<file path="src/rtl/mips_program_loader_if.sv">
// Byte-stream, program-memory write and status signals of the program loader.
// The loader takes the slave modport; the boot source/bench takes the master modport.
interface mips_program_loader_if;
    logic        start_i;
    logic        byte_valid_i;
    logic [7:0]  byte_data_i;
    logic        byte_ready_o;
    logic        mem_write_o;
    logic [31:0] mem_address_o;
    logic [31:0] mem_data_o;
    logic        cpu_hold_o;
    logic        done_o;
    logic        error_o;
    logic [15:0] words_loaded_o;

    modport slave (
        input  start_i,
        input  byte_valid_i,
        input  byte_data_i,
        output byte_ready_o,
        output mem_write_o,
        output mem_address_o,
        output mem_data_o,
        output cpu_hold_o,
        output done_o,
        output error_o,
        output words_loaded_o
    );

    modport master (
        output start_i,
        output byte_valid_i,
        output byte_data_i,
        input  byte_ready_o,
        input  mem_write_o,
        input  mem_address_o,
        input  mem_data_o,
        input  cpu_hold_o,
        input  done_o,
        input  error_o,
        input  words_loaded_o
    );
endinterface

</file>
<file path="src/rtl/mips_program_loader.sv">
// Boot loader: assembles big-endian words from a byte stream, writes them to program memory
// from word 0, verifies an XOR checksum and holds the CPU in reset until a good load completes.
module mips_program_loader #(
    parameter int unsigned MEMORY_DEPTH = 256
) (
    input logic                   clk,
    input logic                   reset,
    mips_program_loader_if.slave  bus
);

    typedef enum logic [2:0] {
        StIdle,
        StLen,
        StData,
        StCheck,
        StDone,
        StError
    } state_e;

    state_e      state_q, state_d;
    logic [1:0]  byte_cnt_q, byte_cnt_d;
    logic [23:0] word_q, word_d;
    logic [15:0] word_cnt_q, word_cnt_d;
    logic [31:0] len_q, len_d;
    logic [31:0] csum_q, csum_d;
    logic        ready_q, ready_d;
    logic        mem_write_q, mem_write_d;
    logic [31:0] mem_addr_q, mem_addr_d;
    logic [31:0] mem_data_q, mem_data_d;
    logic        hold_q, hold_d;
    logic        done_q, done_d;
    logic        error_q, error_d;

    logic        accept;
    logic        last_byte;
    logic [31:0] word_full;
    logic [15:0] word_cnt_inc;

    always_comb begin
        state_d      = state_q;
        byte_cnt_d   = byte_cnt_q;
        word_d       = word_q;
        word_cnt_d   = word_cnt_q;
        len_d        = len_q;
        csum_d       = csum_q;
        ready_d      = ready_q;
        mem_write_d  = 1'b0;
        mem_addr_d   = mem_addr_q;
        mem_data_d   = mem_data_q;
        hold_d       = hold_q;
        done_d       = done_q;
        error_d      = error_q;

        accept       = bus.byte_valid_i & ready_q;
        last_byte    = accept & (byte_cnt_q == 2'd3);
        // Earlier bytes sit in word_q, so byte 0 ends up in [31:24].
        word_full    = {word_q, bus.byte_data_i};
        word_cnt_inc = word_cnt_q + 16'd1;

        if (accept) begin
            byte_cnt_d = byte_cnt_q + 2'd1;
            word_d     = {word_q[15:0], bus.byte_data_i};
        end

        unique case (state_q)
            StIdle, StDone, StError: begin
                if (bus.start_i) begin
                    state_d    = StLen;
                    byte_cnt_d = 2'd0;
                    word_d     = 24'd0;
                    word_cnt_d = 16'd0;
                    csum_d     = 32'd0;
                    ready_d    = 1'b1;
                    hold_d     = 1'b1;
                    done_d     = 1'b0;
                    error_d    = 1'b0;
                end
            end
            StLen: begin
                if (last_byte) begin
                    len_d = word_full;
                    if (word_full == 32'd0 || word_full > 32'(MEMORY_DEPTH)) begin
                        state_d = StError;
                        ready_d = 1'b0;
                        error_d = 1'b1;
                    end else begin
                        state_d = StData;
                    end
                end
            end
            StData: begin
                if (last_byte) begin
                    mem_data_d  = word_full;
                    mem_addr_d  = {16'd0, word_cnt_q[13:0], 2'b00};
                    mem_write_d = 1'b1;
                    csum_d      = csum_q ^ word_full;
                    word_cnt_d  = word_cnt_inc;
                    if ({16'd0, word_cnt_inc} == len_q) begin
                        state_d = StCheck;
                    end
                end
            end
            StCheck: begin
                if (last_byte) begin
                    ready_d = 1'b0;
                    if (word_full == csum_q) begin
                        state_d = StDone;
                        done_d  = 1'b1;
                        hold_d  = 1'b0;
                    end else begin
                        state_d = StError;
                        error_d = 1'b1;
                    end
                end
            end
            default: begin
                state_d = StIdle;
                ready_d = 1'b0;
            end
        endcase
    end

    always_ff @(posedge clk or negedge reset) begin
        if (!reset) begin
            state_q     <= StIdle;
            byte_cnt_q  <= 2'd0;
            word_q      <= 24'd0;
            word_cnt_q  <= 16'd0;
            len_q       <= 32'd0;
            csum_q      <= 32'd0;
            ready_q     <= 1'b0;
            mem_write_q <= 1'b0;
            mem_addr_q  <= 32'd0;
            mem_data_q  <= 32'd0;
            hold_q      <= 1'b1;
            done_q      <= 1'b0;
            error_q     <= 1'b0;
        end else begin
            state_q     <= state_d;
            byte_cnt_q  <= byte_cnt_d;
            word_q      <= word_d;
            word_cnt_q  <= word_cnt_d;
            len_q       <= len_d;
            csum_q      <= csum_d;
            ready_q     <= ready_d;
            mem_write_q <= mem_write_d;
            mem_addr_q  <= mem_addr_d;
            mem_data_q  <= mem_data_d;
            hold_q      <= hold_d;
            done_q      <= done_d;
            error_q     <= error_d;
        end
    end

    assign bus.byte_ready_o   = ready_q;
    assign bus.mem_write_o    = mem_write_q;
    assign bus.mem_address_o  = mem_addr_q;
    assign bus.mem_data_o     = mem_data_q;
    assign bus.cpu_hold_o     = hold_q;
    assign bus.done_o         = done_q;
    assign bus.error_o        = error_q;
    assign bus.words_loaded_o = word_cnt_q;

endmodule

</file>
<file path="src/flat_wrapper.sv">
// flat-port wrapper written by rule: the top's interface ports become plain ports
module mips_program_loader_flat 
#(
    parameter int unsigned MEMORY_DEPTH = 256
)
  (clk, reset, bus_start_i, bus_byte_valid_i, bus_byte_data_i, bus_byte_ready_o, bus_mem_write_o, bus_mem_address_o, bus_mem_data_o, bus_cpu_hold_o, bus_done_o, bus_error_o, bus_words_loaded_o);
  mips_program_loader_if bus_i ();
  input logic clk;
  input logic reset;
  input wire logic [$bits(bus_i.start_i)-1:0] bus_start_i;
  input wire logic [$bits(bus_i.byte_valid_i)-1:0] bus_byte_valid_i;
  input wire logic [$bits(bus_i.byte_data_i)-1:0] bus_byte_data_i;
  output wire logic [$bits(bus_i.byte_ready_o)-1:0] bus_byte_ready_o;
  output wire logic [$bits(bus_i.mem_write_o)-1:0] bus_mem_write_o;
  output wire logic [$bits(bus_i.mem_address_o)-1:0] bus_mem_address_o;
  output wire logic [$bits(bus_i.mem_data_o)-1:0] bus_mem_data_o;
  output wire logic [$bits(bus_i.cpu_hold_o)-1:0] bus_cpu_hold_o;
  output wire logic [$bits(bus_i.done_o)-1:0] bus_done_o;
  output wire logic [$bits(bus_i.error_o)-1:0] bus_error_o;
  output wire logic [$bits(bus_i.words_loaded_o)-1:0] bus_words_loaded_o;
  assign bus_i.start_i = bus_start_i;
  assign bus_i.byte_valid_i = bus_byte_valid_i;
  assign bus_i.byte_data_i = bus_byte_data_i;
  assign bus_byte_ready_o = bus_i.byte_ready_o;
  assign bus_mem_write_o = bus_i.mem_write_o;
  assign bus_mem_address_o = bus_i.mem_address_o;
  assign bus_mem_data_o = bus_i.mem_data_o;
  assign bus_cpu_hold_o = bus_i.cpu_hold_o;
  assign bus_done_o = bus_i.done_o;
  assign bus_error_o = bus_i.error_o;
  assign bus_words_loaded_o = bus_i.words_loaded_o;
  mips_program_loader #(.MEMORY_DEPTH(MEMORY_DEPTH)) u_core (.clk(clk), .reset(reset), .bus(bus_i));
endmodule
</file>
<file path="config.mk">
export PLATFORM = sky130hd
export DESIGN_NAME = mips_program_loader_flat
export DESIGN_NICKNAME = d
export VERILOG_FILES = /design/src/rtl/mips_program_loader_if.sv /design/src/rtl/mips_program_loader.sv /design/src/flat_wrapper.sv
export SDC_FILE = /design/constraint.sdc
export NUM_CORES = 1
export LEC_CHECK = 0
export ABC_CLOCK_PERIOD_IN_PS = 6900
export BUFFER_PORTS_ARGS = -buffer_cell sky130_fd_sc_hd__buf_4
export CAP_MARGIN = 15
export CORE_MARGIN = 10
export CORE_UTILIZATION = 40
export CTS_CLUSTER_DIAMETER = 30
export CTS_CLUSTER_SIZE = 14
export DETAILED_ROUTE_END_ITERATION = 10
export SLEW_MARGIN = 20
export SYNTH_ARGS = -nofsm -noshare
export SYNTH_HDL_FRONTEND = slang
export SYNTH_SLANG_ARGS = --single-unit
</file>
<file path="constraint.sdc">
create_clock -name clk -period 6.9 [get_ports clk]
set_input_delay 1.38 -clock clk [delete_from_list [all_inputs] [get_ports clk]]
set_output_delay 1.38 -clock clk [all_outputs]
set_load 0.1 [all_outputs]
</file>
==> qor.csv, run 1 <==
stage,metric,value,unit
clocking,cts_setup_buffers,0,
global_route,grt_overflow_total,0,
routing,drt_iter0_drc,458,
yosys,synth_common_cells,"nand2_1, dfrtp_1, o21ai_1, nor2_1, nand2b_1",
yosys,synthMostInstantiatedCell,nand2_1,
worst_setup_path,cp-endpoint,u_core.bus.words_loaded_o[5],
global_route,gr-usage-met3,0.03292,
worst_setup_path,path_cells,"buf_4, and2_1, nand2_1, or3_4, inv_2, buf_4, and2_1, o21ai_1, o31ai_1",
clocking,post_cts_resized,0,
worst_setup_path,reg2reg_slack,3.54,ns
yosys,synth_fa_ha_area_frac,0.003259,
timing,drv_slew,0,
die,coreArea,0.01877,mm2
timing,final-setup-viol-count,0,
yosys,async_reset_ff_frac,1.000,
worst_setup_path,cpPeakStageDelay,0.87,ns
clocking,cts_made_buffers,17,
yosys,syn_avg_cell_area,9.064,um2
worst_setup_path,end_kind,register,
yosys,synth-compound-area-share,0.1077,
clocking,clk-insertion-delay-late,0.44,ns
yosys,synth_top_family_by_area,simple AND/OR/NAND/NOR gates,
yosys,synth_edf_count,0,
yosys,muxShareOfSynthArea,0.04824,
pwr,powerDensity,364.7,mW/mm2
yosys,synth_cells,847,
global_route,first_global_vias,6035,
yosys,synth_largest_area_cell,dfrtp_1,
placement,dp_cells,1112,
worst_setup_path,start_kind,input port,
clocking,cts_sinks,160,
yosys,yosys_warnings,0,
yosys,synth_cell_types,50,
worst_setup_path,crit_start,bus_byte_valid_i,
run,drv_cap,0,
placement,dp_hpwl,13.84,mm
finish,antenna_cells,0,
pwr,leakage,4.329,nW
global_route,gr-max-usage-layer,met2,
worst_setup_path,required,7.23,ns
finish,area_growth,16.74,%
clocking,cts_tree,built,
global_route,antenna_found_initial,0,
yosys,ys_ff_latch,160,
timing,finClkSkew,0.01121,ns
finish,fin_cells,1144,
clocking,cts_max_path_buffers,2,
yosys,syn_area,0.007677,mm2
placement,gp_congestion,0.7949,
clocking,cts_htree_levels,4,
worst_setup_path,critical_path_arrival,4.29,ns
worst_setup_path,rr_worst_depth,8,
worst_setup_path,path_max_fanout,55,
worst_setup_path,rr_endpoint,u_core.bus.words_loaded_o[5],
worst_setup_path,crit_slowest_cell,and2_1,
placement,portBuffers,78,
routing,routed_wl,21.01,mm
yosys,synth-simple-area-share,0.2259,
die,dieArea,0.02513,mm2
worst_setup_path,worstSetupPathType,in2reg,
routing,viasPerCell,5.332,
die,die_w,158.5,um
pwr,vdd_drop_max,0.1908,mV
outcome,outcome,completed,
global_route,grtUsageMet1,0.2278,
global_route,use_met2,0.2786,
yosys,synth-xor-area-share,0.03765,
min_path,min_from,u_core.bus.mem_data_o[1],
routing,drc,0,
yosys,seq_area_frac_synth,0.5217,
die,start_util,0.4091,
routing,wl_per_cell,18.37,um
yosys,synth_ff_type,dfrtp_1,
min_path,min_path_type,reg2reg,
routing,dr.pass1.iters,5,
die,die_y,158.5,um
routing,num_vias,6100,
die,pin_count,97,
timing,slew_headroom,0.2475,
timing,hold_violations,0,
global_route,grt_usage,0.1726,
global_route,grt_max_degree,107,
yosys,yosysTopAreaCellShare,0.5183,
die,row_count,50,
timing,worstMarginPinSlew,1.129,ns
finish,drive_gt1_frac,0.1637,
timing,post-route-period-util,0.5747,
timing,period_needed,3.965,ns
timing,grt_setup_unrepaired,false,
timing,final.setup.tns,0,ns
worst_setup_path,r2r-start,u_core.bus.byte_ready_o,
clocking,ctsHoldBuffers,0,
finish,nNetsFinal,911,
clocking,root_buffer,clkbuf_16,
global_route,grt_pass1_wl,33.86,mm
routing,ant_nets,0,
yosys,synthTopCellsByArea,"dfrtp_1, nand2_1, o21ai_1",
timing,max_clock_freq,252.2,MHz
clocking,clkTransAtPathRegs,0.06,ns
==> layer usage <==
| metal | vias to the layer above | wire [um] |
|---|---|---|
| met2 | 170 | 10040 |
| met4 | 0 | 309 |
| li1 | 2920 | - |
| met3 | 23 | 1199 |
| met5 | - | 0 |
| met1 | 2987 | 9468 |
==> layout by cell type (no fill, tap or decap), types with 3 or more instances in the layout <==
cell / netlist / routed
o2111ai_1: 5 / 5
mux2_1: 4 / 4
xor2_1: 15 / 15
nor2_1: 60 / 58
o21ai_1: 90 / 90
bufinv_16: 0 / 5
a21oi_1: 30 / 30
nor3_1: 5 / 5
inv_1: 13 / 13
nand2b_1: 40 / 40
o22ai_1: 3 / 3
conb_1: 1 / 18
mux2_2: 28 / 28
dfrtp_1: 159 / 159
xnor2_1: 18 / 18
nand3_1: 9 / 9
and2_1: 5 / 5
nor4_1: 20 / 20
nand4_1: 16 / 16
nor2b_1: 3 / 3
nand2_1: 209 / 209
clkbuf_1: 33 / 4
o21ai_0: 6 / 6
and3_1: 4 / 4
buf_4: 23 / 83
clkbuf_16: 0 / 17
o31ai_1: 6 / 6
==> cell families (layout without fill, tap and decap cells) <==
kind of cell	count (synthesis)	after routing
AO/OA/AOI/OAI	151	151
XOR/XNOR	33	33
adder cells (fa/ha/maj)	2	2
buffers and inverters	86	132
flip-flops	160	160
multiplexers	33	33
other	1	18
AND/OR/NAND/NOR	381	381
==> per-stage QoR <==
stage | setup WS, ns | util | hold WS [ns] | instance area, um2 | total power [mW]
finish | 2.935 | 0.4775 | 0.4759 | 8962 | 3.269
global route | 2.741 | 0.4775 | 0.4953 | 8962 | 3.436
CTS | 2.960 | 0.4774 | 0.4802 | 8960 | 3.291
detailed placement | 2.509 | 0.4431 | 0.4649 | 8315 | 2.237
global placement | 2.582 | 0.4431 | 0.4625 | 8315 | 2.225
floorplan | 3.846 | - | 0.4595 | 7741 | 1.960
==> registers in the layout, summed over array words and instances (netlist names), 2 cells and up <==
register,cells
u_core.bus.mem_data_o,32
u_core.csum_q,32
u_core.len_q,32
u_core.word_q,24
u_core.bus.words_loaded_o,16
u_core.bus.mem_address_o,14
u_core.state_q,3
u_core.byte_cnt_q,2
==> worst min-delay path by stage <==
stage	endpoint	slack, ns	cells after the start
floorplan	u_core.len_q[31]	0.46	1
finish	u_core.bus.mem_data_o[1]	0.48	2
CTS	u_core.bus.mem_data_o[1]	0.48	2
global route	u_core.bus.mem_data_o[26]	0.50	2
detailed placement	u_core.bus.mem_data_o[1]	0.46	2
global placement	u_core.bus.mem_address_o[8]	0.46	2
==> where the power goes <==
| part | internal (mW) | switching, mW |
|---|---|---|
| sequential | 1.11 | 0.242 |
| combinational | 0.295 | 0.575 |
| clock | 0.648 | 0.397 |
| total | 2.05 | 1.22 |
==> critical path: cells and delay by family <==
family,cells,cell delay (ns)
and+or+nand+nor,4,2.00
AOI/OAI and AO/OA,2,0.15
buffers and inverters,3,0.73
==> cell type report <==
type / instances / area [um2]
clock inverter: 11 / 203.9
sequential: 160 / 4005
inverter: 16 / 60.06
multi-input combinational: 618 / 3323
fill: 1794 / 9806
timing repair buffer: 84 / 636.9
clock buffer: 21 / 440.4
tap: 234 / 292.8
(Power assumes the default switching activity.)
==> run 2: changes to the inputs <==
--- a/config.mk
+++ b/config.mk
@@ -5,7 +5,7 @@
 export SDC_FILE = /design/constraint.sdc
 export NUM_CORES = 1
 export LEC_CHECK = 0
-export ABC_CLOCK_PERIOD_IN_PS = 6900
+export ABC_CLOCK_PERIOD_IN_PS = 3500
 export BUFFER_PORTS_ARGS = -buffer_cell sky130_fd_sc_hd__buf_4
 export CAP_MARGIN = 15
 export CORE_MARGIN = 10
==> constraint.sdc (replaced) <==
create_clock -name clk -period 3.5 [get_ports clk]
set_input_delay 0.7 -clock clk [delete_from_list [all_inputs] [get_ports clk]]
set_output_delay 0.7 -clock clk [all_outputs]
set_load 0.1 [all_outputs]
==> qor.csv, run 2 (synthesis gave the netlist of run 1 again) <==
stage,metric,value,unit
clocking,ctsHoldBuffers,0,
global_route,grt_overflow_total,0,
clocking,clkTransAtPathRegs,0.07,ns
pwr,power,6.230,mW
placement,dp_cells,1116,
worst_setup_path,worstSetupPathType,reg2reg,
global_route,antenna_found_initial,0,
timing,grt_setup_unrepaired,false,
finish,drive_gt1_frac,0.1696,
worst_setup_path,cp-endpoint,u_core.state_q[0],
timing,final-setup-viol-count,0,
timing,slew_headroom,0.3125,
timing,period_needed,2.902,ns
timing,post-route-period-util,0.8292,
timing,drv_slew,0,
routing,routed_wl,20.96,mm
global_route,grt_max_degree,128,
timing,final.setup.tns,0,ns
finish,area_growth,16.72,%
timing,hold_violations,0,
worst_setup_path,cpPeakStageDelay,0.56,ns
worst_setup_path,start_kind,register,
finish,antenna_cells,0,
worst_setup_path,crit_slowest_cell,or4_4,
finish,fin_cells,1148,
finish,final_common_cell,nand2_1,
worst_setup_path,critical_path_arrival,3.22,ns
routing,drt_iter0_drc,452,
die,row_count,50,
min_path,min_path_type,in2async,
worst_setup_path,rr_endpoint,u_core.state_q[0],
placement,portBuffers,78,
timing,worstMarginPinSlew,1.029,ns
worst_setup_path,path_cells,"ha_1, nand2_1, or4_4, xnor2_1, nand4_1, nor4_1, a21oi_1, mux2_1",
routing,viasPerCell,5.253,
outcome,outcome,completed,
worst_setup_path,crit_start,u_core.bus.words_loaded_o[0],
clocking,cts_tree,built,
clocking,cts_made_buffers,17,
worst_setup_path,cp_num_cells,8,
run,drv_cap,0,
timing,max_clock_freq,344.6,MHz
routing,wl_per_cell,18.26,um
die,dieArea,0.02513,mm2
worst_setup_path,reg2reg_slack,0.60,ns
die,die_y,158.5,um
global_route,first_global_vias,5921,
clocking,cts_max_path_buffers,2,
worst_setup_path,rr_worst_depth,8,
pwr,leakage,4.325,nW
worst_setup_path,critPathBufInv,0,
finish,layout_common_cells,"nand2_1, dfrtp_1, o21ai_1, buf_4, nor2_1",
routing,ant_nets,0,
die,pin_count,97,
worst_setup_path,r2r-start,u_core.bus.words_loaded_o[0],
die,coreArea,0.01877,mm2
worst_setup_path,end_kind,register,
routing,drc,0,
routing,dr.pass1.iters,7,
clocking,root_buffer,clkbuf_16,
worst_setup_path,path_max_fanout,10,
placement,dp_hpwl,13.85,mm
placement,gp_congestion,0.8611,
worst_setup_path,critPathTopFamily,simple AND/OR/NAND/NOR gates,
clocking,cts_setup_buffers,0,
finish,nNetsFinal,915,
worst_setup_path,required,3.81,ns
placement,dpl_cell_area,0.008383,mm2
routing,num_vias,6031,
clocking,cts_sinks,160,
clocking,clk-insertion-delay-late,0.44,ns
timing,finClkSkew,0.01165,ns
global_route,grt_pass1_wl,34.11,mm
pwr,powerDensity,695.2,mW/mm2
finish,final_cell_area,0.008961,mm2
die,start_util,0.4091,
global_route,grt_usage,0.1739,
die,die_w,158.5,um
clocking,cts_htree_levels,4,
clocking,post_cts_resized,0,
pwr,vdd_drop_max,0.3690,mV
## run 2: changes by cell type in the layout (fill, tap and decap cells not counted), sizes merged
cell and change:
clkinvlp +3, bufinv -4, inv -1, clkinv +1
buf +5
## run 2: cell type report
| type | instances | area [um2] |
|---|---|---|
| fillers | 1809 | 9807 |
| flip-flops and latches | 160 | 4005 |
| multi-input cells | 618 | 3323 |
| repair buffers | 88 | 701.9 |
| clock buffers | 22 | 474.2 |
| well taps | 234 | 292.8 |
| clock inverters | 10 | 103.9 |
| inverters | 16 | 60.06 |
## run 2: per-stage QoR
stage          hold WS (ns)  setup WS (ns)    util
5_1_grt              0.4079         0.4176  0.4775
4_1_cts              0.3667         0.6133  0.4775
3_3_place_gp         0.4621         0.7152  0.4467
3_5_place_dp         0.4645         0.6214  0.4467
6_report             0.3512         0.5978  0.4775
2_1_floorplan        0.4044         0.4458       -
## run 2: how the worst min path moves through the flow
stage                                startpoint                             to  slack (ns)  cells after the start
floorplan                                 reset        u_core.bus.byte_ready_o        0.40                      0
global placement    u_core.bus.mem_address_o[7]    u_core.bus.mem_address_o[7]        0.46                      2
detailed placement    u_core.bus.mem_data_o[22]      u_core.bus.mem_data_o[22]        0.46                      2
CTS                                       reset   u_core.bus.words_loaded_o[1]        0.37                      1
global route                              reset   u_core.bus.words_loaded_o[6]        0.41                      1
finish                                    reset  u_core.bus.words_loaded_o[10]        0.35                      1
## run 2: metal layers
layer | vias up | track usage | part of all wire
li1 | 2925 | - | -
met1 | 2935 | 0.2369 | 0.46
met2 | 154 | 0.2748 | 0.47
met3 | 17 | 0.03184 | 0.048
met4 | 0 | 0.05382 | 0.013
met5 | - | 0 | 0
## run 2: power breakdown
group	internal, mW	total, mW	switching [mW]
clock	1.04	1.82	0.781
combinational	0.590	1.74	1.15
sequential	2.19	2.67	0.478
